===== src/rtl/reg_file_pkg.sv =====
// Shared constants and flattened-bus slice helpers for the register file.
package reg_file_pkg;

  localparam int DEF_DATA_WIDTH = 16;
  localparam int DEF_ADDR_WIDTH = 3;
  localparam int ZERO_ADDR      = 0;

  // LSB of port k's field in a flattened bus whose fields are width bits wide.
  function automatic int slice_lsb(input int port, input int width);
    return port * width;
  endfunction

endpackage


===== src/rtl/reg_scoreboard.sv =====
// Per-register busy bits: issue sets, writeback clears, issue wins on a tie.
// Latency: busy_vector updates one edge after issue/writeback; no backpressure.
module reg_scoreboard
  import reg_file_pkg::*;
#(
  parameter int DEPTH      = 8,
  parameter int ADDR_WIDTH = 3,
  parameter int ZERO_REG   = 0
) (
  input  logic                  clock,
  input  logic                  reset,
  input  logic                  issue_enable,
  input  logic [ADDR_WIDTH-1:0] issue_address,
  input  logic                  write_enable,
  input  logic [ADDR_WIDTH-1:0] write_address,
  output logic [DEPTH-1:0]      busy_vector,
  output logic                  any_busy
);

  logic [DEPTH-1:0] set_vec;
  logic [DEPTH-1:0] clr_vec;
  logic [DEPTH-1:0] keep_mask;

  always_comb begin
    set_vec   = '0;
    clr_vec   = '0;
    keep_mask = '1;
    if (issue_enable) set_vec[issue_address] = 1'b1;
    if (write_enable) clr_vec[write_address] = 1'b1;
    if (ZERO_REG != 0) keep_mask[ZERO_ADDR] = 1'b0;
  end

  // A new producer supersedes a same-cycle writeback, so set is OR-ed last.
  always_ff @(posedge clock) begin
    if (reset) begin
      busy_vector <= '0;
    end else begin
      busy_vector <= ((busy_vector & ~clr_vec) | set_vec) & keep_mask;
    end
  end

  assign any_busy = |busy_vector;

endmodule


===== src/rtl/reg_file_sb.sv =====
// Parametrised register file with write-to-read bypass, optional zero register and busy scoreboard.
// Latency: reads combinational, writes/scoreboard land on the next edge; no backpressure.
module reg_file_sb
  import reg_file_pkg::*;
#(
  parameter int DATA_WIDTH = DEF_DATA_WIDTH,
  parameter int ADDR_WIDTH = DEF_ADDR_WIDTH,
  parameter int NUM_READ   = 2,
  parameter int BYPASS     = 1,
  parameter int ZERO_REG   = 0
) (
  input  logic                             clock,
  input  logic                             reset,
  input  logic [NUM_READ*ADDR_WIDTH-1:0]   read_address,
  output logic [NUM_READ*DATA_WIDTH-1:0]   read_data,
  output logic [NUM_READ-1:0]              read_busy,
  input  logic                             write_enable,
  input  logic [ADDR_WIDTH-1:0]            write_address,
  input  logic [DATA_WIDTH-1:0]            write_data,
  input  logic                             issue_enable,
  input  logic [ADDR_WIDTH-1:0]            issue_address,
  output logic [(1<<ADDR_WIDTH)-1:0]       busy_vector,
  output logic                             any_busy
);

  localparam int DEPTH   = 1 << ADDR_WIDTH;
  localparam bit BYP_EN  = (BYPASS != 0);
  localparam bit ZERO_EN = (ZERO_REG != 0);

  logic [DATA_WIDTH-1:0] mem [DEPTH];
  logic                  wr_ok;

  assign wr_ok = write_enable &&
                 !(ZERO_EN && (write_address == ADDR_WIDTH'(ZERO_ADDR)));

  always_ff @(posedge clock) begin
    if (reset) begin
      for (int i = 0; i < DEPTH; i++) mem[i] <= '0;
    end else if (wr_ok) begin
      mem[write_address] <= write_data;
    end
  end

  reg_scoreboard #(
    .DEPTH      (DEPTH),
    .ADDR_WIDTH (ADDR_WIDTH),
    .ZERO_REG   (ZERO_REG)
  ) u_scoreboard (
    .clock         (clock),
    .reset         (reset),
    .issue_enable  (issue_enable),
    .issue_address (issue_address),
    .write_enable  (write_enable),
    .write_address (write_address),
    .busy_vector   (busy_vector),
    .any_busy      (any_busy)
  );

  // Zero-register forcing takes priority over bypass for address 0.
  for (genvar k = 0; k < NUM_READ; k++) begin : g_read
    logic [ADDR_WIDTH-1:0] addr;
    logic                  hit;
    logic                  is_zero;

    assign addr    = read_address[slice_lsb(k, ADDR_WIDTH) +: ADDR_WIDTH];
    assign hit     = BYP_EN && write_enable && (write_address == addr);
    assign is_zero = ZERO_EN && (addr == ADDR_WIDTH'(ZERO_ADDR));

    assign read_data[slice_lsb(k, DATA_WIDTH) +: DATA_WIDTH] =
      is_zero ? '0 : (hit ? write_data : mem[addr]);
    assign read_busy[k] = !is_zero && !hit && busy_vector[addr];
  end

endmodule


===== config.mk =====
export PLATFORM = sky130hd
export DESIGN_NAME = reg_file_sb
export DESIGN_NICKNAME = d
export VERILOG_FILES = /design/src/rtl/reg_file_pkg.sv /design/src/rtl/reg_scoreboard.sv /design/src/rtl/reg_file_sb.sv
export SDC_FILE = /design/constraint.sdc
export NUM_CORES = 1
export LEC_CHECK = 0
export CAP_MARGIN = 15
export CORE_ASPECT_RATIO = 0.75
export CORE_UTILIZATION = 60
export CTS_CLUSTER_DIAMETER = 80
export DETAILED_ROUTE_END_ITERATION = 8
export GPL_TIMING_DRIVEN = 0
export PLACE_DENSITY = 0.86
export SLEW_MARGIN = 20
export SYNTH_ARGS = -nofsm -noshare
export SYNTH_HDL_FRONTEND = slang
export SYNTH_SLANG_ARGS = --single-unit

===== constraint.sdc =====
create_clock -name clock -period 6.6 [get_ports clock]
set_input_delay 1.65 -clock clock [delete_from_list [all_inputs] [get_ports clock]]
set_output_delay 1.65 -clock clock [all_outputs]
set_load 0.1 [all_outputs]

==> metrics.txt, run 1 <==
status=finished clean; GRT Total Usage=0.328; r2r startpoint=u_scoreboard.busy_vector[3]$_SDFF_PP0_; Via density=6.84; Max-cap violations=0; I/O pin cnt=75; Buffers & Inverters on Critical Path=3; Crit path max-delay family=buffers and inverters; Post-Syn Area=0.00799 mm^2; Worst-Margin Slew=1.01 ns; Total Wirelength=21200 um; R2R Setup Slk=5.84 ns; post-synthesis adder-cell area fraction=0; Buffers on Ports=66; hold_ws=0.538 ns; DRT antenna net count=0; FMAX=156 MHz; Unique masters post-synth=30; Cell Pwr Density=273 mW/mm^2; Critical path origin=write_address[2]; DIE AREA=0.0138 mm^2; number of global-route vias before repair=5177; Mean Syn Cell Area=16.0 um^2; H-tree levels=4; Post-Synth XOR/XNOR Area=0.00657; ANT cells=0; peak supply drop=0.234 mV; Seq/Total Area, Yosys=0.501; Crit Path Class=primary input to output port; most used cell, CP=clkdlybuf4s50_1; CTS tree=yes; Layout area overhead=19.3%; Resized cells post-CTS=0; First-pass DRT Iterations=6; asr flop ratio synth=0; first-pass GRT wire length=30800 um; leakage=3.67 nW; Clock Latency Late Sink=0.43 ns; type of origin of the critical path=primary input; HPWL after detailed placement=13400 um; Worst-path clk slew=0.06 ns; largest family of logic cells by synthesized area=multiplexers; Setup TNS Final=0 ns; Initial Util=0.616; Mapped Cells=499; Final Wtd Congestion=0.860; clock sink count=136; Crit path depth=6; mux contribution to synthesized area=0.321; Vias=5265; Iter 0 DRT Violations=602; final hold violations=0; CP arrival=4.75 ns; Worst path max stage delay=1.16 ns; Ys Warns=0; fin. max-slew vios=0; Post-Synth Simple-Gate Area=0.123; Worst Setup EP=read_data[31]; CTS Buffer Depth=2; Worst R2R Path Depth=2; Die Height=102 um; unrepaired setup endpoints after global routing=false; core area=0.0130 mm^2; Final Instance Count excl. Fillers=770; clock root buffer=clkbuf_16; Synth Area in Compound Gates=0.0135; fill count=733; Inserted Clock Buffers=17; most common flop cell mapped by yosys=edfxtp_1; Chip Width=135 um; row cnt=36; Worst Hold Class=flip-flop to flip-flop; syn nets=531; hold_buf cts=0; crit-path max FO=10; period utilization=0.970; Setup Fix Bufs, Post-CTS=0; Worst R2R End=u_scoreboard.busy_vector[3]$_SDFF_PP0_; register bit total from synthesis=136; grt ovf=0; CP Capture Type=output port; placed insts=738; nets@finish=618; pin count of the biggest net entering global routing=18; DR DRC count=0; CP Cell Sequence=clkdlybuf4s50_1, buf_2, xnor2_1, nand4_1, mux2_2, clkdlybuf4s50_1; DR WL/cell=27.5 um; Max-Slew Margin vs Limit=0.325; Slowest cell on crit path=clkdlybuf4s50_1; clock skew=0 ns; Worst Path Required=4.95 ns; Post-synth EDFFs=128; # setup viols final=0; initial antenna violation count=0; share of cells above drive strength 1=0.204; Tmin final=6.40 ns
## how the worst min path moves through the flow
stage	start	to	slack (ns)	cells after the start
after CTS	u_scoreboard.busy_vector[6]$_SDFF_PP0_	u_scoreboard.busy_vector[6]$_SDFF_PP0_	0.53	2
after detailed placement	u_scoreboard.busy_vector[6]$_SDFF_PP0_	u_scoreboard.busy_vector[6]$_SDFF_PP0_	0.52	2
after floorplan	u_scoreboard.busy_vector[6]$_SDFF_PP0_	u_scoreboard.busy_vector[6]$_SDFF_PP0_	0.91	2
after global routing	u_scoreboard.busy_vector[6]$_SDFF_PP0_	u_scoreboard.busy_vector[6]$_SDFF_PP0_	0.59	2
after global placement	u_scoreboard.busy_vector[3]$_SDFF_PP0_	u_scoreboard.busy_vector[3]$_SDFF_PP0_	0.51	2
final	u_scoreboard.busy_vector[6]$_SDFF_PP0_	u_scoreboard.busy_vector[6]$_SDFF_PP0_	0.54	2
## where the power goes
part | internal (mW) | switching (mW)
Sequential | 1.00 | 0.0281
Combinational | 0.213 | 0.410
Clock | 0.578 | 0.371
Total | 1.79 | 0.809
## flip-flops by register name (all words and copies together) (netlist names)
signal and cells:
mem 128, u_scoreboard.busy_vector 8
## cells by family after synthesis
family,count (synthesis)
AND/OR/NAND/NOR,162
flip-flops,136
multiplexers,134
buffers and inverters,45
AO/OA/AOI/OAI,16
XOR/XNOR,6
## routing by layer
layer / vias to the layer above / share of wire / GRT usage
li1: 2162 / - / -
met1: 2669 / 0.39 / 0.435
met2: 372 / 0.48 / 0.520
met3: 62 / 0.10 / 0.0952
met4: 0 / 0.024 / 0.125
met5: - / 0 / 0
## tightest hold or removal path: cells and delay by family, from the launching register on
family / cells / cell delay [ns]
buffers and inverters: 1 / 0.07
AOI/OAI and AO/OA: 1 / 0.07
DFF: 1 / 0.35
## cell usage after synthesis, drive strengths merged, types with 3 or more instances
cell type | instances | area [um^2]
nand3 | 4 | 20.0
nand2 | 5 | 18.8
inv | 10 | 37.5
edfxtp | 128 | 3840
dfxtp | 8 | 160
buf | 16 | 168
mux2 | 66 | 781
xnor2 | 6 | 52.6
nor2b | 3 | 18.8
clkbuf | 19 | 71.3
mux4 | 68 | 1790
nor2 | 8 | 30.0
o21ai | 6 | 30.0
o21bai | 3 | 22.5
and2 | 130 | 813
## per-stage QoR
step                area, um^2  power [mW]   util  setup WS, ns
finish                    9540        2.60  0.735         0.197
global placement          8870        1.64  0.684         0.141
detailed placement        8910        1.66  0.687        0.0675
global route              9540        2.65  0.735        0.0857
floorplan                 7990        1.50      -          1.67
CTS                       9510        2.59  0.733        0.0618
## layout make-up
type | instances | area (um^2) | share of cell area
well taps | 171 | 214 | 0.0224
multi-input cells | 318 | 3740 | 0.392
clock buffers | 24 | 546 | 0.0572
plain buffers | 35 | 239 | 0.0250
flip-flops and latches | 136 | 4000 | 0.420
clock inverters | 8 | 53.8 | 0.00564
repair buffers | 68 | 709 | 0.0744
inverters | 10 | 37.5 | 0.00393
## placed cells by master, fill, tap and decap left out, types with 8 or more instances in the layout
cell type,n
dfxtp_1,8
clkdlybuf4s50_1,57
inv_1,10
mux4_1,68
mux2_4,10
dlymetal6s2s_1,9
clkbuf_16,20
mux2_2,56
buf_6,15
edfxtp_1,128
and2_1,130
clkbuf_1,20
nor2_1,8
No activity file was read; power rests on OpenSTA's default activity.
==> inputs of run 2 (changes only) <==
- CORE_ASPECT_RATIO: 0.75 -> not set
==> metrics.txt, run 2 (synthesis results as in run 1) <==
status=finished clean; placed insts=739; Setup Fix Bufs, Post-CTS=0; DIE AREA=0.0138 mm^2; Resized cells post-CTS=0; initial antenna violation count=0; GR peak layer=met2; Final Instance Count excl. Fillers=771; type of origin of the critical path=primary input; Worst path max stage delay=1.13 ns; grt ovf=0; nets@finish=618; FMAX=155 MHz; share of cells above drive strength 1=0.194; Worst Path Required=4.95 ns; CP Cell Sequence=clkdlybuf4s50_1, xnor2_1, nand4_1, buf_6, mux2_2, clkdlybuf4s50_1; clock sink count=136; CTS tree=yes; DR WL/cell=27.9 um; core area=0.0128 mm^2; Vias=5223; Slowest cell on crit path=clkdlybuf4s50_1; Worst-path clk slew=0.06 ns; met3 Usage GRT=0.0696; period utilization=0.980; clock root buffer=clkbuf_16; Crit Path Class=primary input to output port; DR DRC count=0; top flop regs=mem: 128 flops, u_scoreboard.busy_vector: 8 flops; Tmin final=6.47 ns; hold_buf cts=0; first-pass GRT wire length=31900 um; CP arrival=4.82 ns; Via density=6.77; met1 Use GR=0.411; Initial Util=0.623; Largest Register=mem; Worst R2R Path Depth=2; Critical path origin=write_address[2]; pin count of the biggest net entering global routing=18; worst setup margin=0.132 ns; Total Wirelength=21500 um; Hold Startpoint=u_scoreboard.busy_vector[0]$_SDFF_PP0_; commonest cells after routing, fill and taps aside=and2_1, edfxtp_1, mux4_1; CP Capture Type=output port; Die Height=117 um; fin. max-slew vios=0; Worst Setup EP=read_data[8]; Buffers on Ports=66; Worst Hold Class=flip-flop to flip-flop; final core occ=0.739; most used cell, CP=clkdlybuf4s50_1; GRT Total Usage=0.327; Max-Slew Margin vs Limit=0.232; CTS Buffer Depth=2; First-pass DRT Iterations=5; final hold violations=0; Chip Width=117 um; max FFs per register=128; r2r startpoint=u_scoreboard.busy_vector[5]$_SDFF_PP0_; Max-cap violations=0; grt met2 use=0.530; DRT antenna net count=0; I/O pin cnt=75; Place WS=0.0566 ns; Iter 0 DRT Violations=506; # setup viols final=0; Setup TNS Final=0 ns; Worst R2R End=u_scoreboard.busy_vector[5]$_SDFF_PP0_; clock skew=0 ns; commonest non-fill, non-tap cell in the layout=and2_1; H-tree levels=4; Worst-Margin Slew=1.14 ns; Clock Latency Late Sink=0.42 ns; R2R Setup Slk=5.89 ns; row cnt=41; Inserted Clock Buffers=17; leakage=3.64 nW; Layout area overhead=18.6%; number of global-route vias before repair=5452; crit-path max FO=10; peak supply drop=0.167 mV; Cell Pwr Density=269 mW/mm^2; Final Wtd Congestion=0.857; ANT cells=0; unrepaired setup endpoints after global routing=false; Final Power=2.55 mW; HPWL after detailed placement=13300 um
==> run 2: cell types whose count changed in the layout (fill, tap and decap cells not counted), sizes merged <==
cell	change
clkbuf	-4
clkinv	+3
bufinv	+2
inv	-2
clkinvlp	+1
==> run 2: power breakdown <==
group | internal [mW] | total (mW) | leakage, nW | switching, mW
logic | 0.213 | 0.627 | 2.07 | 0.414
registers | 1.00 | 1.03 | 1.30 | 0.0287
clock network | 0.547 | 0.897 | 0.270 | 0.351
total | 1.76 | 2.55 | 3.64 | 0.793
==> run 2: worst min path at each step <==
stage / to / slack (ns) / cells after the start
after floorplan: u_scoreboard.busy_vector[6]$_SDFF_PP0_ / 0.91 / 2
after global placement: u_scoreboard.busy_vector[3]$_SDFF_PP0_ / 0.51 / 2
after detailed placement: u_scoreboard.busy_vector[0]$_SDFF_PP0_ / 0.52 / 2
after CTS: u_scoreboard.busy_vector[0]$_SDFF_PP0_ / 0.53 / 2
after global routing: u_scoreboard.busy_vector[3]$_SDFF_PP0_ / 0.58 / 2
final: u_scoreboard.busy_vector[0]$_SDFF_PP0_ / 0.53 / 2
==> run 2: per-stage QoR <==
step                instance area [um^2]  hold WS [ns]
global placement                    8870         0.508
global route                        9480         0.578
CTS                                 9460         0.527
detailed placement                  8910         0.517
finish                              9480         0.528
floorplan                           7990         0.908
==> run 2: layer usage <==
| layer | up-vias | share of wire | wire length [um] |
|---|---|---|---|
| met5 | - | 0 | 0 |
| met4 | 0 | 0.039 | 838 |
| met3 | 68 | 0.10 | 2160 |
| met2 | 402 | 0.49 | 10600 |
| met1 | 2596 | 0.37 | 7870 |
| li1 | 2157 | - | - |
==> run 2: worst max-delay path, delay by kind of cell <==
family	cells	cell delay [ns]
mux	1	0.25
buf+inv	3	2.03
simple gates	1	0.67
xor+xnor	1	0.21
==> run 2: area by class of cell <==
| class | count | area, um^2 |
|---|---|---|
| fillers | 759 | 3340 |
| well taps | 172 | 215 |
| plain buffers | 35 | 239 |
| multi-input cells | 318 | 3730 |
| inverters | 10 | 37.5 |
| clock inverters | 12 | 109 |
| repair buffers | 68 | 709 |
| flip-flops and latches | 136 | 4000 |
| clock buffers | 20 | 437 |
==> inputs of run 3 (changes only) <==
- ABC_CLOCK_PERIOD_IN_PS: not set -> 6600
- PLACE_DENSITY: 0.86 -> 0.83
==> metrics.txt, run 3 (synthesis results as in run 1) <==
Buffers on Ports=66; met1 Use GR=0.418; DR DRC count=0; Layout area overhead=19.4%; Worst R2R End=u_scoreboard.busy_vector[5]$_SDFF_PP0_; placed insts=739; Worst-Margin Slew=1.06 ns; core area=0.0128 mm^2; Worst Setup EP=read_data[29]; fin. max-slew vios=0; I/O pin cnt=75; Worst Path Required=4.95 ns; Worst Hold Class=flip-flop to flip-flop; Via density=6.65; Clock Latency Late Sink=0.43 ns; nets@finish=618; # setup viols final=0; HPWL after detailed placement=12800 um; GRT Total Usage=0.316; Die Height=117 um; CTS tree=yes; Max-cap violations=0; clock sink count=136; Final Power=2.64 mW; Final Instance Count excl. Fillers=771; Cell Pwr Density=277 mW/mm^2; period utilization=0.994; type of origin of the critical path=primary input; grt ovf=0; peak supply drop=0.206 mV; final core occ=0.744; row cnt=41; CP Capture Type=output port; max FFs per register=128; clock skew=0 ns; top flop regs=mem: 128 flops, u_scoreboard.busy_vector: 8 flops; share of cells above drive strength 1=0.199; hold_buf cts=0; commonest non-fill, non-tap cell in the layout=and2_1; CP arrival=4.91 ns; Critical path origin=write_address[2]; Inserted Clock Buffers=17; R2R Setup Slk=5.83 ns; final hold violations=0; clock root buffer=clkbuf_16; unrepaired setup endpoints after global routing=false; Chip Width=117 um; Initial Util=0.623; Max-Slew Margin vs Limit=0.295; number of global-route vias before repair=5384; H-tree levels=4; Crit Path Class=primary input to output port; status=finished clean; Iter 0 DRT Violations=569; initial antenna violation count=0; leakage=3.62 nW; Vias=5129; DIE AREA=0.0138 mm^2; GR peak layer=met2; pin count of the biggest net entering global routing=18; Total Wirelength=20800 um; r2r startpoint=u_scoreboard.busy_vector[5]$_SDFF_PP0_; first-pass GRT wire length=31000 um; Final Wtd Congestion=0.833; DRT antenna net count=0; DR WL/cell=27.0 um; Tmin final=6.56 ns; met3 Usage GRT=0.0623; Worst-path clk slew=0.06 ns; commonest cells after routing, fill and taps aside=and2_1, edfxtp_1, mux4_1; grt met2 use=0.497; Worst R2R Path Depth=2; Setup Fix Bufs, Post-CTS=0; Setup TNS Final=0 ns; First-pass DRT Iterations=5; CTS Buffer Depth=2; FMAX=152 MHz; crit-path max FO=10; Largest Register=mem
## run 3: through the flow
step	setup slack (ns)	hold slack, ns	area (um^2)
after floorplan	1.67	0.908	7990
after global placement	0.163	0.503	8870
after detailed placement	0.100	0.520	8920
after CTS	0.0901	0.528	9530
after global routing	0.00248	0.562	9550
final	0.0411	0.535	9550
## run 3: report_power, final
group          switching [mW]  internal, mW  leakage (nW)  total [mW]
Sequential             0.0268          1.00          1.30        1.03
Clock                   0.366         0.626         0.283       0.993
Combinational           0.411         0.213          2.03       0.624
Total                   0.804          1.84          3.62        2.64
## run 3: final cells by class
type                            count  area, um^2
Antenna cell                        1        2.50
Tap cell                          172         215
Clock buffer                       18         429
Inverter                           10        37.5
Multi-Input combinational cell    318        3740
Clock inverter                     13         180
Fill cell                         748        3280
Sequential cell                   136        4000
Buffer                             35         239
Timing Repair Buffer               68         703
## run 3: how the worst min path moves through the flow
stage,endpoint,slack [ns],depth (start not counted),from
detailed placement,u_scoreboard.busy_vector[3]$_SDFF_PP0_,0.52,2,u_scoreboard.busy_vector[3]$_SDFF_PP0_
global route,u_scoreboard.busy_vector[0]$_SDFF_PP0_,0.56,2,u_scoreboard.busy_vector[0]$_SDFF_PP0_
global placement,u_scoreboard.busy_vector[6]$_SDFF_PP0_,0.50,2,u_scoreboard.busy_vector[6]$_SDFF_PP0_
floorplan,u_scoreboard.busy_vector[6]$_SDFF_PP0_,0.91,2,u_scoreboard.busy_vector[6]$_SDFF_PP0_
CTS,u_scoreboard.busy_vector[3]$_SDFF_PP0_,0.53,2,u_scoreboard.busy_vector[3]$_SDFF_PP0_
finish,u_scoreboard.busy_vector[3]$_SDFF_PP0_,0.53,2,u_scoreboard.busy_vector[3]$_SDFF_PP0_
## run 3: repair_timing
| item | in CTS | in global routing |
|---|---|---|
| setup endpoints to repair | 0 | 5 |
| hold endpoints to repair | 0 | 0 |
| gates resized for setup | 0 | 5 |
## run 3: per-layer routing
layer / share of wire / vias to the layer above
met2: 0.49 / 336
met3: 0.089 / 68
met4: 0.037 / 0
li1: - / 2168
met1: 0.38 / 2557
met5: 0 / -
## run 3: worst max-delay path, stage by stage
cell	delay, ns
clkdlybuf4s50_1	0.52
buf_2	0.26
xnor2_1	0.15
nand4_1	0.56
buf_6	0.40
mux2_4	0.21
clkdlybuf4s50_1	1.14
